### src/rtl/uEyeriss_pkg.sv
// Shared types and helpers for the uEyeriss PE-cluster datapath.
// Holds the partial-sum accumulator state encoding and counter sizing.
package uEyeriss_pkg;

  typedef enum logic [1:0] {
    IDLE  = 2'd0,
    ACCUM = 2'd1,
    DRAIN = 2'd2,
    DONE  = 2'd3
  } psum_accum_state_t;

  // Counter width able to hold 0..n-1; never narrower than one bit.
  function automatic int cnt_width(input int n);
    return (n > 1) ? $clog2(n) : 1;
  endfunction

endpackage

### src/rtl/psum_accum.sv
// Accumulates per-column cluster psums over NUM_PASSES compute_done events,
// then drains the X_dim sums one per beat over a valid/ready stream.
module psum_accum
  import uEyeriss_pkg::*;
#(
  parameter int DATA_WIDTH = 16,
  parameter int X_dim      = 3,
  parameter int NUM_PASSES = 4
) (
  input  logic                  clk,
  input  logic                  reset,
  input  logic                  start,
  input  logic [DATA_WIDTH-1:0] psum_in [0:X_dim-1],
  input  logic                  psum_valid,
  output logic [DATA_WIDTH-1:0] out_data,
  output logic                  out_valid,
  input  logic                  out_ready,
  output logic                  out_last,
  output logic                  busy,
  output logic                  done,
  output logic                  overrun
);

  localparam int PASS_W = cnt_width(NUM_PASSES);
  localparam int BEAT_W = cnt_width(X_dim);
  localparam logic [PASS_W-1:0] LAST_PASS = PASS_W'(NUM_PASSES - 1);
  localparam logic [BEAT_W-1:0] LAST_BEAT = BEAT_W'(X_dim - 1);

  psum_accum_state_t     state;
  logic [DATA_WIDTH-1:0] acc [0:X_dim-1];
  logic [PASS_W-1:0]     pass_cnt;
  logic [BEAT_W-1:0]     beat_idx;
  logic                  valid_q;
  logic                  pass_evt;

  // A held-high compute_done counts once: only the rising edge is a pass.
  assign pass_evt = psum_valid & ~valid_q;

  // Outputs decode registered state only, so out_ready never reaches them.
  assign out_valid = (state == DRAIN);
  assign out_last  = (state == DRAIN) && (beat_idx == LAST_BEAT);
  assign out_data  = acc[beat_idx];
  assign busy      = (state != IDLE);
  assign done      = (state == DONE);

  // NOTE: every register here, including the accumulator array, is written
  // with non-blocking assignments and cleared by the async reset so a
  // mid-tile reset discards all partial sums.
  always_ff @(posedge clk or negedge reset) begin
    if (!reset) begin
      state    <= IDLE;
      pass_cnt <= '0;
      beat_idx <= '0;
      valid_q  <= 1'b0;
      overrun  <= 1'b0;
      for (int i = 0; i < X_dim; i++) acc[i] <= '0;
    end else begin
      valid_q <= psum_valid;
      unique case (state)
        IDLE: begin
          if (start) begin
            for (int i = 0; i < X_dim; i++) acc[i] <= '0;
            pass_cnt <= '0;
            overrun  <= 1'b0;
            state    <= ACCUM;
          end
          // Placed after the start clear so a coincident pass edge still flags.
          if (pass_evt) overrun <= 1'b1;
        end
        ACCUM: begin
          if (pass_evt) begin
            for (int i = 0; i < X_dim; i++) acc[i] <= acc[i] + psum_in[i];
            if (pass_cnt == LAST_PASS) begin
              pass_cnt <= '0;
              beat_idx <= '0;
              state    <= DRAIN;
            end else begin
              pass_cnt <= pass_cnt + PASS_W'(1);
            end
          end
        end
        DRAIN: begin
          if (pass_evt) overrun <= 1'b1;
          if (out_ready) begin
            if (beat_idx == LAST_BEAT) begin
              beat_idx <= '0;
              state    <= DONE;
            end else begin
              beat_idx <= beat_idx + BEAT_W'(1);
            end
          end
        end
        DONE: begin
          if (pass_evt) overrun <= 1'b1;
          state <= IDLE;
        end
        default: state <= IDLE;
      endcase
    end
  end

endmodule
### config.mk
export PLATFORM = sky130hd
export DESIGN_NAME = psum_accum
export DESIGN_NICKNAME = d
export VERILOG_FILES = /design/src/rtl/uEyeriss_pkg.sv /design/src/rtl/psum_accum.sv
export SDC_FILE = /design/constraint.sdc
export NUM_CORES = 1
export LEC_CHECK = 0
export ABC_AREA = 0
export CAP_MARGIN = 0
export CELL_PAD_IN_SITES_DETAIL_PLACEMENT = 0
export CELL_PAD_IN_SITES_GLOBAL_PLACEMENT = 1
export CORE_MARGIN = 2
export CORE_UTILIZATION = 42
export CTS_BUF_LIST = sky130_fd_sc_hd__clkbuf_4
export CTS_CLUSTER_DIAMETER = 30
export DETAILED_ROUTE_END_ITERATION = 6
export PLACE_DENSITY_LB_ADDON = 0.1
export SYNTH_ARGS = -nofsm -noshare
export SYNTH_HDL_FRONTEND = slang
export SYNTH_SLANG_ARGS = --single-unit
### constraint.sdc
create_clock -name clk -period 2.6 [get_ports clk]
set_clock_uncertainty 0.05 [all_clocks]
set_input_delay 0.65 -clock clk [delete_from_list [all_inputs] [get_ports clk]]
set_output_delay 0.65 -clock clk [all_outputs]
set_load 0.02 [all_outputs]
==> metrics.md, run 1 <==
| Metric | Value |
|---|---|
| ANT nets after route | `0` |
| DRC violations left | `0` |
| # H-tree levels | `2` |
| Number of antenna violations at the first check in global routing | `0` |
| Peak supply drop | `0.810 mV` |
| Die H | `109 um` |
| Ports | `74` |
| Setup CP Type | `in2reg` |
| CTS sink count | `56` |
| Synth-to-Final Area Change | `40.9%` |
| Max-Cap Viols | `0` |
| CTS clk-pin slew, worst paths | `0.19 ns` |
| Final Hold Vio Count | `0` |
| Fraction of layout cells with a size suffix above 1 | `0.238` |
| Slew @ Worst Pin | `0.458 ns` |
| Critical Path Fanout Max | `4` |
| Cts bufs inserted | `5` |
| Count leader, synth | `nand2_1` |
| GRT Overall Usage | `0.234` |
| Primary FF master, synth | `dfrtp_1` |
| Final nets | `825` |
| Area share of the largest cell type after synthesis | `0.300` |
| Filler cells | `1001` |
| Hold Crit Class | `in2async` |
| Register area share after synthesis | `0.300` |
| WL/cell | `15.8 um` |
| Die ar. | `12000 um2` |
| Global-route wire length before repair | `22100 um` |
| First-pass DRT Iterations | `5` |
| Congestion Overflow GR | `0` |
| Starting DRC count in detailed routing | `223` |
| Post-Syn Area per Cell | `8.49 um2` |
| Max Fclk | `397 MHz` |
| Multi-input logic area | `3290 um2` |
| Worst slack, placed | `-0.574 ns` |
| Largest net degree at the start of global routing | `57` |
| Syn Std Cell Area | `4670 um2` |
| Fin crit period | `2.52 ns` |
| Via-to-Cell Ratio | `5.36` |
| Slew margin rel. | `0.692` |
| Die width | `109 um` |
| Via Count | `4605` |
| Vias in the first global route | `4594` |
| WP data arrival | `2.78 ns` |
| CTS root buf | `clkbuf_4` |
| Status | `finished clean` |
| Synth area leaders | `dfrtp_1 (30%), ha_1 (14%), nand2_1 (7.2%)` |
| Post-synthesis cell type count | `60` |
| Post-synth top cells | `nand2_1 (89), dfrtp_1 (56), o21ai_0 (56), ha_1 (51), a21oi_1 (34)` |
| Power Density | `1080 nW/um2` |
| Clock Latency Late Sink | `0.39 ns` |
| Post-synth EDFFs | `0` |
| Rows | `38` |
| Initial Utilization | `0.431` |
| Critical Path Start Type | `primary input` |
| Req. time, crit path | `2.86 ns` |
| Final Slew Violations | `0` |
| Placed cell area | `6330 um2` |
| Yosys warnings | `0` |
| Leading area contributor after synthesis | `dfrtp_1` |
| Final period util | `0.968` |
| Routability cong. | `0.907` |
| Post-DP HPWL | `10600 um` |
| Reg area | `1400 um2` |
| Port bufs | `73` |
| Cells after Synth | `550` |
| Core area | `10800 um2` |
| TritonCTS clock tree | `built` |
| Seq cells post-synth | `56` |
| Leak | `3.18 nW` |
| Drt total wl | `13500 um` |
| Crit. End Element | `register` |
| Clk buf depth | `2` |
| Number of inserted diodes | `0` |
| Setup WS post-layout | `0.0819 ns` |
| Post-CTS Hold Buffers | `0` |
| FF-to-FF path depth | `10` |
| FFs w/ async S/R, synth | `1.00` |
| Setup violations, final | `0` |
| Syn_nets | `657` |
| RSZ-0062 raised after global routing | `true` |
| Fin area | `6580 um2` |
-- metrics by stage --
stage	TNS, ns	util	cells	hold slack (ns)	power [mW]
floorplan	0	-	550	0.304	4.43
global route	-0.00644	0.607	859	0.181	7.78
CTS	0	0.599	859	0.192	7.04
global placement	-8.03	0.584	849	0.409	6.41
finish	0	0.607	859	0.184	7.14
detailed placement	-8.99	0.584	849	0.429	6.50
-- cell type report --
| type | instances | area share |
|---|---|---|
| Inverter | 24 | 0.0137 |
| Clock inverter | 3 | 0.00646 |
| Timing Repair Buffer | 180 | 0.235 |
| Clock buffer | 5 | 0.00570 |
| Sequential cell | 56 | 0.213 |
| Tap cell | 140 | 0.0266 |
| Multi-Input combinational cell | 451 | 0.500 |
-- worst max-delay path, cell delays in order --
cell             delay [ns]
clkdlybuf4s50_1        0.40
ha_1                   0.30
buf_4                  0.16
and2_1                 0.15
a21oi_2                0.14
o21ai_0                0.13
a221o_1                0.40
a21oi_2                0.15
xor2_1                 0.08
o31ai_1                0.21
-- path summary, 6_finish.rpt --
| kind | from | to | slack, ns |
|---|---|---|---|
| max in group asynchronous | reset | acc[29] | 2.04 |
| worst max-delay path | psum_in[24] | acc[30] | 0.08 |
| worst min register to register | pass_cnt[0] | pass_cnt[0] | 0.45 |
| min in group clk | pass_cnt[0] | pass_cnt[0] | 0.45 |
| worst min-delay path | reset | acc[6] | 0.18 |
| worst max register to register | acc[32] | acc[42] | 0.22 |
-- where the power goes --
group / switching, mW / internal, mW
registers: 0.348 / 1.24
logic: 2.66 / 2.39
clock network: 0.307 / 0.201
-- routing by layer --
metal | GRT usage | share of wire
met4 | 0.0488 | 0.014
met1 | 0.317 | 0.46
met3 | 0.0261 | 0.040
met2 | 0.403 | 0.48
met5 | 0 | 0
-- registers in the layout, indices dropped and copies added, names as in the netlist --
name,flops
acc,48
state,2
overrun,1
pass_cnt,2
beat_idx,2
valid_q,1
-- cell usage in the layout, fill, tap and decap left out, types with 4 or more instances in the layout --
cell type and count:
a211oi_1 6, a21o_1 17, a21oi_1 27, a21oi_2 7
and3_1 4, buf_12 4, buf_4 102, clkbuf_2 7
clkbuf_4 5, clkdlybuf4s15_1 4, clkdlybuf4s50_1 48, dfrtp_1 56
dlygate4sd2_1 9, dlymetal6s2s_1 4, ha_1 46, inv_1 22
mux2i_1 19, nand2_1 89, nand2b_1 4, nand3_1 5
nor2_1 27, nor2b_1 11, nor3_1 4, o211ai_1 4
o21a_1 6, o21ai_0 52, o21ai_1 7, o21ai_2 5
o31ai_1 11, o41ai_1 6, xnor2_1 13, xor2_1 17
-- logic make-up after synthesis --
group,share of synthesized area
compound gates,0.253
fa+ha+maj,0.149
simple gates,0.159
buf+inv,0.0372
xor+xnor,0.0562
mux,0.0453
flops,0.300
-- what timing repair did --
item,in CTS,in global routing
setup buffers,3,1
pin swaps,17,18
endpoints found under the setup margin,25,31
resized for setup,38,54
Note: power is estimated with default switching activity, not from simulation.
==> run 2: changes to the inputs <==
- CTS_CLUSTER_SIZE: default -> 25
==> results of run 2 <==
Final layout, timing and power as in run 1 (identical DEF).
==> run 3: changes to the inputs <==
- ABC_AREA: 0 -> default
==> results of run 3 <==
Final layout, timing and power as in run 1 (identical DEF).
